==> src/rtl/pmic_sampler_if.sv <==
// ADC serial pins plus the sample write port of pmic_sampler; master = sampler side.
interface pmic_sampler_if;
  logic        o_csn;
  logic        o_sck;
  logic        i_miso;
  logic        o_wr;
  logic [11:0] o_data;
  logic        o_overrun;

  modport master (
    output o_csn,
    output o_sck,
    input  i_miso,
    output o_wr,
    output o_data,
    output o_overrun
  );

  modport slave (
    input  o_csn,
    input  o_sck,
    output i_miso,
    input  o_wr,
    input  o_data,
    input  o_overrun
  );
endinterface

==> src/rtl/pmic_sampler.sv <==
// PMod MIC ADC sampler: one 16-bit serial frame per interval, 12-bit sample strobed 33*CLKDIV+1 clocks after start.
// Frame occupies 34*CLKDIV+1 clocks; no backpressure, the downstream FIFO must take every o_wr.
module pmic_sampler #(
  parameter int CLKDIV = 4,
  parameter int LGINTV = 20
) (
  input  logic              i_clk,
  input  logic              i_rst_n,
  input  logic              i_en,
  input  logic [LGINTV-1:0] i_interval,
  pmic_sampler_if.master    bus
);

  typedef enum logic [1:0] {IDLE, START, SHIFT, STOP} state_t;

  localparam logic [7:0] HALF_LAST = 8'(CLKDIV - 1);

  state_t            state_q, state_d;
  logic [7:0]        cnt_q, cnt_d;
  logic [3:0]        bit_q, bit_d;
  logic [11:0]       shift_q, shift_d;
  logic [LGINTV-1:0] timer_q, timer_d;
  logic              csn_q, csn_d;
  logic              sck_q, sck_d;
  logic              wr_q, wr_d;
  logic              ovr_q, ovr_d;
  logic [11:0]       data_q, data_d;
  logic              miso_meta_q, miso_sync_q;

  logic phase_end;
  logic timer_zero;
  logic start;

  assign phase_end  = (cnt_q == HALF_LAST);
  assign timer_zero = (timer_q == '0);
  assign start      = (state_q == IDLE) && i_en && timer_zero;

  always_comb begin
    state_d = state_q;
    cnt_d   = cnt_q + 8'd1;
    bit_d   = bit_q;
    shift_d = shift_q;
    csn_d   = csn_q;
    sck_d   = sck_q;
    wr_d    = 1'b0;
    data_d  = data_q;
    case (state_q)
      IDLE: begin
        cnt_d = '0;
        csn_d = 1'b1;
        sck_d = 1'b1;
        if (start) begin
          state_d = START;
          csn_d   = 1'b0;
        end
      end
      START: begin
        if (phase_end) begin
          state_d = SHIFT;
          cnt_d   = '0;
          sck_d   = 1'b0;
        end
      end
      SHIFT: begin
        if (phase_end) begin
          cnt_d = '0;
          // Only the low 12 bits survive; the 4 leading zeros fall off the top.
          if (!sck_q) begin
            shift_d = {shift_q[10:0], miso_sync_q};
            sck_d   = 1'b1;
          end else if (bit_q == 4'd15) begin
            state_d = STOP;
            bit_d   = '0;
            csn_d   = 1'b1;
            wr_d    = 1'b1;
            data_d  = shift_q;
          end else begin
            bit_d = bit_q + 4'd1;
            sck_d = 1'b0;
          end
        end
      end
      STOP: begin
        if (phase_end) begin
          state_d = IDLE;
          cnt_d   = '0;
        end
      end
      default: state_d = IDLE;
    endcase
  end

  // A zero timer outside IDLE means the next start is already late.
  always_comb begin
    timer_d = timer_q;
    ovr_d   = ovr_q;
    if (!i_en) begin
      timer_d = '0;
      ovr_d   = 1'b0;
    end else begin
      if (start) begin
        timer_d = (i_interval == '0) ? '0 : i_interval - LGINTV'(1);
      end else if (!timer_zero) begin
        timer_d = timer_q - LGINTV'(1);
      end
      if (timer_zero && (state_q != IDLE)) begin
        ovr_d = 1'b1;
      end
    end
  end

  always_ff @(posedge i_clk or negedge i_rst_n) begin
    if (!i_rst_n) begin
      state_q     <= IDLE;
      cnt_q       <= '0;
      bit_q       <= '0;
      shift_q     <= '0;
      timer_q     <= '0;
      csn_q       <= 1'b1;
      sck_q       <= 1'b1;
      wr_q        <= 1'b0;
      ovr_q       <= 1'b0;
      data_q      <= '0;
      miso_meta_q <= 1'b0;
      miso_sync_q <= 1'b0;
    end else begin
      state_q     <= state_d;
      cnt_q       <= cnt_d;
      bit_q       <= bit_d;
      shift_q     <= shift_d;
      timer_q     <= timer_d;
      csn_q       <= csn_d;
      sck_q       <= sck_d;
      wr_q        <= wr_d;
      ovr_q       <= ovr_d;
      data_q      <= data_d;
      miso_meta_q <= bus.i_miso;
      miso_sync_q <= miso_meta_q;
    end
  end

  assign bus.o_csn     = csn_q;
  assign bus.o_sck     = sck_q;
  assign bus.o_wr      = wr_q;
  assign bus.o_data    = data_q;
  assign bus.o_overrun = ovr_q;

endmodule

==> src/flat_wrapper.sv <==
// flat-port wrapper written by rule: the top's interface ports become plain ports
module pmic_sampler_flat 
#(
  parameter int CLKDIV = 4,
  parameter int LGINTV = 20
)
  (i_clk, i_rst_n, i_en, i_interval, bus_o_csn, bus_o_sck, bus_i_miso, bus_o_wr, bus_o_data, bus_o_overrun);
  pmic_sampler_if bus_i ();
  input  logic i_clk;
  input  logic i_rst_n;
  input  logic i_en;
  input  logic [LGINTV-1:0] i_interval;
  output wire logic [$bits(bus_i.o_csn)-1:0] bus_o_csn;
  output wire logic [$bits(bus_i.o_sck)-1:0] bus_o_sck;
  input wire logic [$bits(bus_i.i_miso)-1:0] bus_i_miso;
  output wire logic [$bits(bus_i.o_wr)-1:0] bus_o_wr;
  output wire logic [$bits(bus_i.o_data)-1:0] bus_o_data;
  output wire logic [$bits(bus_i.o_overrun)-1:0] bus_o_overrun;
  assign bus_o_csn = bus_i.o_csn;
  assign bus_o_sck = bus_i.o_sck;
  assign bus_i.i_miso = bus_i_miso;
  assign bus_o_wr = bus_i.o_wr;
  assign bus_o_data = bus_i.o_data;
  assign bus_o_overrun = bus_i.o_overrun;
  pmic_sampler #(.CLKDIV(CLKDIV), .LGINTV(LGINTV)) u_core (.i_clk(i_clk), .i_rst_n(i_rst_n), .i_en(i_en), .i_interval(i_interval), .bus(bus_i));
endmodule
==> config.mk <==
export PLATFORM = sky130hd
export DESIGN_NAME = pmic_sampler_flat
export DESIGN_NICKNAME = d
export VERILOG_FILES = /design/src/rtl/pmic_sampler_if.sv /design/src/rtl/pmic_sampler.sv /design/src/flat_wrapper.sv
export SDC_FILE = /design/constraint.sdc
export NUM_CORES = 1
export LEC_CHECK = 0
export ABC_AREA = 1
export ABC_CLOCK_PERIOD_IN_PS = 2200
export CAP_MARGIN = 20
export CORE_MARGIN = 2
export CORE_UTILIZATION = 35
export CTS_CLUSTER_SIZE = 30
export DETAILED_ROUTE_END_ITERATION = 12
export SYNTH_ARGS = -nofsm -noshare
export SYNTH_HDL_FRONTEND = slang
export SYNTH_SLANG_ARGS = --single-unit
==> constraint.sdc <==
create_clock -name i_clk -period 2.2 [get_ports i_clk]
set_input_delay 0.66 -clock i_clk [delete_from_list [all_inputs] [get_ports i_clk]]
set_output_delay 0.66 -clock i_clk [all_outputs]
set_load 0.1 [all_outputs]
# Word-level counts from Yosys, hierarchy flattened
# Cells that the tools add are included.
# op_classes
n_addsub	4
eq_ne	13
muxes	29
bitwise_logic	1
reduce_logical	16
# ops
op	count
$mux W20	4
$logic_not A20 Y1	2
$sub A20 B1 Y20 const B	2
$pmux W8 S2	1
$ne A2 B1 Y1 const B	7
$mux W1	13
$mux W2	6
$reduce_and A3 Y1	3
$add A8 B1 Y8 const B	1
$eq A8 B2 Y1 const B	1
$mux W8	1
$pmux W2 S4	1
$reduce_and A4 Y1	2
$reduce_and A6 Y1	1
$add A4 B1 Y4 const B	1
$eq A2 B2 Y1 const B	2
$eq A4 B4 Y1 const B	1
$mux W4	1
$reduce_bool A2 Y1	2
$logic_and A1 B1 Y1	3
$ne A3 B3 Y1 const B	1
$pmux W1 S3	1
$reduce_bool A3 Y1	1
$reduce_or A3 Y1	1
other kinds (4)	4
# totals
reg_bits	64
input_bits	24
output_inout_bits	16

# Logic depth before layout (Yosys ltp)
# Gate-level depths: netlist of run 1.
# depth
word_depth	5
ltp_mapped	11
depth_no_buf	10

# Worst setup path after synthesis of run 1
# Ideal clock, no wire load.
# synth_path
path_kind	flip-flop to flip-flop
startpoint	register u_core.sck_q (netlist: u_core.bus.o_sck)
endpoint	register u_core.data_q[0] (netlist: u_core.bus.o_data[0])
setup_ps	120
arrival_time_ps	1703
required_time_ps	2080
slack_ps	377
path_stages_with_launch	7
n_path_buf	1
period_less_slack_ps	1823
path_cell_list	dfstp_2 > inv_1 > nor3_4 > nand2_1 > buf_6 > nand2_1 > nand2_1
# synth_via
elab_chain_cells	1
# synth_lines
item	line_no	text
start, declared	pmic_sampler.sv:24	logic sck_q, sck_d;
start signal, assigned	pmic_sampler.sv:133	sck_q <= sck_d;
$reduce_and A4 Y1 (no source line)	n/a	
end signal, assigned	pmic_sampler.sv:136	data_q <= data_d;
end, declared	pmic_sampler.sv:27	logic [11:0] data_q, data_d;
# No other way between the ends.
# A chain may end at the register's enable or synchronous reset.

# Final worst setup path of run 1
# layout_path
startpoint	input port i_interval[0]
endpoint	register u_core.timer_q[18]
# layout_via
elab_chain_cells	4
# layout_lines
item	line_no	text
start, declared	flat_wrapper.sv:12	input logic [LGINTV-1:0] i_interval;
$sub A20 B1 Y20 or $logic_not A20 Y1 (tied branches)	pmic_sampler.sv:102	timer_d = (i_interval == '0) ? '0 : i_interval - LGINTV'(1);
$mux W20 *	pmic_sampler.sv:102	
$mux W20 *	pmic_sampler.sv:101	if (start) begin
$mux W20 *	pmic_sampler.sv:97	if (!i_en) begin
end signal, assigned	pmic_sampler.sv:131	timer_q <= timer_d;
end, declared	pmic_sampler.sv:22	logic [LGINTV-1:0] timer_q, timer_d;
# Mark *: on every way between the ends. The rest lies on a longest branch, timed or not.

==> out/summary.txt, run 1 <==
Clock transition at the registers of the reported paths -> 50 ps
Antenna-violating nets left -> 0
Cell breakdown of the critical path -> clkdlybuf4s50_1 > inv_1 > ha_1 > nand2_1 > nor2_4 > nand3_1 > nand2_1 > nand3_1 > a21oi_1
PostCTS Resize Cnt -> 0
Layout Cells excl Fill -> 806
Pwr Total -> 5.799 mW
P per Cell Area -> 1124 nW/um^2
CTS tree -> done
Die Span Y -> 111.7 um
Die Wd -> 111.7 um
Pleak -> 2.787 nW
PnR worst setup slack -> 273.6 ps
Commonest non-fill, non-tap cell in the layout -> nand2_1
Fin crit period -> 1926 ps
Mapped cell area -> 4060 um^2
Post-CTS setup buffer count -> 0
CP peak stage delay -> 390 ps
Worst slew pin tran -> 505.2 ps
Clock root buffer -> clkbuf_16
Pre-CTS setup slack -> -63.19 ps
Htree depth -> 3
Slew headroom -> 0.6619
CTS Buf Count -> 9
Cells after DPL -> 790
Critical path's slowest cell -> clkdlybuf4s50_1
Vias in the first global route -> 3803
Avg Cell Area, Syn -> 7.012 um^2
CP Class -> primary input to flip-flop
Primary FF master, synth -> dfrtp_1
Routability-driven placement congestion ratio -> 0.9183
RSZ-0062 raised after global routing -> no
CP Buf/Inv Count -> 2
P_int -> 3.306 mW
Clock latency on the worst-skew pair -> 330 ps
Max-slew violations -> 0
Worst endpoint required time -> 2440 ps
Fmax -> 519.1 MHz
Post-synth ARST share -> 1.000
Fin area -> 5159 um^2
Setup tns final -> 0 ps
Sequential Power Share -> 0.290
Clk sinks -> 64
Dominant cells by area after synthesis -> dfrtp_1, nand2_1, nor2_1
Post-route DRC violation count -> 0
Final setup vio count -> 0
Placed instance area -> 4852 um^2
Detailed-route via count -> 3783
Final Net Count -> 692
Crit path DAT -> 2170 ps
Worst setup EP type -> flip-flop
Area growth from synthesis to layout -> 27.06%
Core Region -> 11370 um^2
Yosys top cell by area -> dfrtp_1
Fin. Hold Viols -> 0
Post-synth EDFFs -> 0
Port Buf Inserts -> 39
Initial antenna violation count -> 0
Skew final -> 8.348 ps
Post-route clock period utilization -> 0.8756
Commonest non-fill, non-tap cells in the layout -> nand2_1, nor2_1, dfrtp_1, inv_1, buf_4
Share of cells above drive strength 1 -> 0.1493
Worst vdd ir -> 586.3 uV
ANT cells -> 0
First-pass GRT wire length -> 17060 um
Synth unique cells -> 36
# IOs -> 40
Class of the tightest hold or removal check -> primary input to asynchronous set/reset pin
Combinational cell fraction of total power -> 0.462
Switching share of power -> 0.4298
MaxCap Viol Count -> 0
First DRT Iteration DRCs -> 268
GRT Total Usage -> 0.1651
Post-Syn Instances -> 579
Share of the synthesized area in the top cell type -> 0.3821
CTS Buffer Depth -> 2
Dpl hpwl -> 7471 um
Synth warnings -> 0
Wire per inst -> 12.07 um
Vias/cell -> 4.694
Pin count of the biggest net entering global routing -> 65
Register area share after synthesis -> 0.3951
Cts-stage hold buffer count -> 0
Post-synth net total -> 613
Gr ovfl total -> 0
Power share of the clock group -> 0.249
Crit-path max FO -> 9
Setup crit start kind -> primary input
FP Rows -> 39
Synthesized flop and latch total -> 64
Die area -> 12480 um^2
Drt first pass iters -> 4
Switch Pwr -> 2.492 mW
Crit-path leading delay family -> simple AND/OR/NAND/NOR gates
Drt total wl -> 9732 um
Status -> finished clean
Effective utilization at floorplan -> 0.3571
Fill cells -> 1156
==> cell type report <==
| type | instances | area [um^2] | area share |
|---|---|---|---|
| Clock inverter | 6 | 67.56 | 0.01310 |
| Inverter | 62 | 232.7 | 0.04511 |
| Tap cell | 143 | 178.9 | 0.03468 |
| Multi-Input combinational cell | 444 | 2156 | 0.4179 |
| Sequential cell | 64 | 1604 | 0.3109 |
| Clock buffer | 10 | 239.0 | 0.04633 |
| Timing Repair Buffer | 77 | 680.7 | 0.1319 |
==> worst paths after layout <==
check / from / to / slack, ps / cells after the start
worst min-delay path: i_rst_n / u_core.cnt_q[3] / 350 / 2
min in group i_clk: u_core.miso_meta_q / u_core.miso_sync_q / 370 / 0
worst max-delay path: i_interval[0] / u_core.timer_q[18] / 270 / 9
worst max register to register: u_core.timer_q[0] / u_core.timer_q[11] / 290 / 10
max in group asynchronous: i_rst_n / u_core.bus.o_sck / 1540 / 2
worst min register to register: u_core.miso_meta_q / u_core.miso_sync_q / 370 / 0
==> through the flow <==
step	util	hold slack (ps)
2_1_floorplan	-	331.2
3_3_place_gp	0.4268	342.5
3_5_place_dp	0.4268	353.1
4_1_cts	0.4537	366.3
5_1_grt	0.4537	377.3
6_report	0.4537	345.6
==> routing by layer <==
metal,GRT usage,routed length (um),vias to the layer above
met5,0,0,-
met4,0.05761,238,0
met3,0.03811,383,21
met2,0.2800,4606,76
met1,0.2069,4504,1723
li1,-,-,1963
==> synth_stat cells, drive strengths merged (4+ instances only) <==
cell type	number
nor2	124
dfrtp	62
nand3	48
nor3	5
inv	62
o21ai	16
xor2	16
buf	8
nand2	188
nand3b	5
nand4	7
ha	10
xnor2	4
a21oi	11
==> cell families after synthesis <==
logic type,count (synthesis),synth area share
xor gates and xnor gates,20,0.04314
DFF,64,0.3951
buffers and inverters,71,0.07396
AOI/OAI and AO/OA,32,0.04253
and+or+nand+nor,382,0.4145
adders and majority gates,10,0.03082
==> state kept, by name, indices dropped and copies added, names as in the netlist, 2 cells and up <==
register and flops:
u_core.timer_q 20, u_core.bus.o_data 12, u_core.shift_q 12, u_core.cnt_q 8, u_core.bit_q 4, u_core.state_q 2
==> power groups by stage <==
stage	Combinational, mW	Clock (mW)	Sequential, mW
3_3_place_gp	2.61	0	1.69
5_1_grt	3.04	1.54	1.72
6_report	2.68	1.44	1.68
2_1_floorplan	1.91	0	1.75
4_1_cts	2.69	1.47	1.68
3_5_place_dp	2.66	0	1.69
No activity file was read; power rests on OpenSTA's default activity.
==> inputs of run 2 (changes only) <==
--- a/config.mk
+++ b/config.mk
@@ -12,6 +12,8 @@
 export CORE_UTILIZATION = 35
 export CTS_CLUSTER_SIZE = 30
 export DETAILED_ROUTE_END_ITERATION = 12
+export PLACE_DENSITY = 0.63
+export REMOVE_ABC_BUFFERS = 1
 export SYNTH_ARGS = -nofsm -noshare
 export SYNTH_HDL_FRONTEND = slang
 export SYNTH_SLANG_ARGS = --single-unit
==> out/summary.txt, run 2 (synthesis gave the netlist of run 1 again) <==
# IOs -> 40 (unchanged)
Post-CTS setup buffer count -> 0 (unchanged)
Detailed-route via count -> 3682 (-2.7%)
Post-route DRC violation count -> 0 (unchanged)
Multi-input logic area -> 2156 um^2 (unchanged)
CTS Buf Count -> 9 (unchanged)
Vias/cell -> 4.585 (-2.3%)
PostCTS Resize Cnt -> 0 (unchanged)
Max-slew violations -> 0 (unchanged)
Pin count of the biggest net entering global routing -> 65 (unchanged)
CTS tree -> done
Max reg flops -> 20 (unchanged)
Fin crit period -> 1933 ps (+6.334 ps)
Worst setup EP type -> flip-flop
FP Rows -> 39 (unchanged)
Fill cells -> 1153 (-0.26%)
Final setup vio count -> 0 (unchanged)
Vias in the first global route -> 3813 (+0.26%)
Htree depth -> 3 (unchanged)
Crit-path max FO -> 7 (-2)
Pre-CTS setup slack -> -81.50 ps (-18.31 ps)
RSZ-0062 raised after global routing -> no
Core Region -> 11370 um^2 (unchanged)
Skew final -> 5.152 ps (-3.196 ps)
P per Cell Area -> 1136 nW/um^2 (+1.1%)
Effective utilization at floorplan -> 0.3571 (unchanged)
Reg area -> 1604 um^2 (unchanged)
MaxCap Viol Count -> 0 (unchanged)
Fin area -> 5145 um^2 (-0.27%)
Wire per inst -> 11.45 um (-5.2%)
Area growth from synthesis to layout -> 26.72%
Clock latency on the worst-skew pair -> 330 ps (about the same)
Port Buf Inserts -> 39 (unchanged)
Placed instance area -> 4817 um^2 (-0.72%)
First-pass GRT wire length -> 16550 um (-3.0%)
Die Span Y -> 111.7 um (unchanged)
Die Wd -> 111.7 um (unchanged)
Dpl hpwl -> 7034 um (-5.9%)
Setup crit start kind -> primary input
Routability-driven placement congestion ratio -> 0.8793 (-4.2%)
CTS Buffer Depth -> 2 (unchanged)
Cts-stage hold buffer count -> 0 (unchanged)
Die area -> 12480 um^2 (unchanged)
Status -> finished clean
Initial antenna violation count -> 0 (unchanged)
Largest reg by FF count -> u_core.timer_q
First DRT Iteration DRCs -> 165 (-38%)
PnR worst setup slack -> 267.3 ps (-6.334 ps)
Crit path DAT -> 2150 ps (-20 ps)
Worst endpoint required time -> 2420 ps (-20 ps)
Fmax -> 517.4 MHz (-0.33%)
Final Net Count -> 689 (-0.43%)
Pleak -> 2.779 nW (-0.29%)
Clock root buffer -> clkbuf_16
Post-route clock period utilization -> 0.8785 (+0.002879)
Clock transition at the registers of the reported paths -> 60 ps (about the same)
Fin. Hold Viols -> 0 (unchanged)
Commonest non-fill, non-tap cell in the layout -> nand2_1
Slew headroom -> 0.6941 (+0.03221)
Gr ovfl total -> 0 (unchanged)
Setup tns final -> 0 ps (unchanged)
Class of the tightest hold or removal check -> primary input to asynchronous set/reset pin
Commonest non-fill, non-tap cells in the layout -> nand2_1, nor2_1, dfrtp_1, inv_1, buf_4
CP Class -> primary input to flip-flop
Drt first pass iters -> 4 (unchanged)
ANT cells -> 0 (unchanged)
Worst vdd ir -> 751.5 uV (+28%)
GRT Total Usage -> 0.1570 (-0.008096)
Antenna-violating nets left -> 0 (unchanged)
Drt total wl -> 9195 um (-5.5%)
Share of cells above drive strength 1 -> 0.1455 (-0.003867)
Clk sinks -> 64 (unchanged)
Worst slew pin tran -> 458.3 ps (-46.94 ps)
## run 2: critical path: stages
cell and delay (ps):
clkdlybuf4s50_1 460, nor2_1 170, nand2_1 150, nor2_1 130, nand3b_1 220, and3_1 230, nor2_1 90, nor2_1 40
## run 2: final cells by class
cell class                      instances  share of cell area
Sequential cell                        64              0.3118
Tap cell                              143             0.03478
Clock buffer                            9             0.04377
Multi-Input combinational cell        444              0.4190
Inverter                               62             0.04523
Clock inverter                          7             0.01994
Timing Repair Buffer                   74              0.1255
## run 2: path summary, 6_finish.rpt
kind                                     from                 end  slack (ps)  cells past startpoint
setup / recovery                i_interval[4]   u_core.timer_q[5]         270                      8
min in group i_clk         u_core.miso_meta_q  u_core.miso_sync_q         350                      0
hold / removal                        i_rst_n     u_core.bit_q[3]         340                      2
max in group asynchronous             i_rst_n    u_core.bus.o_sck        1560                      2
setup reg to reg            u_core.timer_q[0]  u_core.timer_q[11]         310                     10
hold reg to reg            u_core.miso_meta_q  u_core.miso_sync_q         350                      0
## run 2: metrics by stage
| stage | std cells | utilization | power [mW] | hold WS (ps) |
|---|---|---|---|---|
| 2_1_floorplan | 570 | - | 3.613 | 331.2 |
| 3_3_place_gp | 787 | 0.4237 | 4.251 | 336.1 |
| 3_5_place_dp | 787 | 0.4237 | 4.287 | 337.0 |
| 4_1_cts | 803 | 0.4525 | 5.882 | 352.8 |
| 5_1_grt | 803 | 0.4525 | 6.340 | 351.0 |
| 6_report | 803 | 0.4525 | 5.846 | 340.4 |
## run 2: power by group
part	switching [mW]	internal [mW]
Clock	0.560	1.00
Combinational	1.65	0.955
Sequential	0.243	1.43
## run 2: routing by layer
| layer | routed length (um) | GRT usage |
|---|---|---|
| met5 | 0 | 0 |
| met4 | 189 | 0.06749 |
| met3 | 369 | 0.02014 |
| met2 | 4419 | 0.2772 |
| met1 | 4216 | 0.1924 |
==> inputs of run 3 (changes only) <==
--- a/config.mk
+++ b/config.mk
@@ -7,7 +7,6 @@
 export LEC_CHECK = 0
 export ABC_AREA = 1
 export ABC_CLOCK_PERIOD_IN_PS = 2200
-export CAP_MARGIN = 20
 export CORE_MARGIN = 2
 export CORE_UTILIZATION = 35
 export CTS_CLUSTER_SIZE = 30
==> results of run 3 <==
The final DEF is identical to that of run 2; final timing and power are the same.
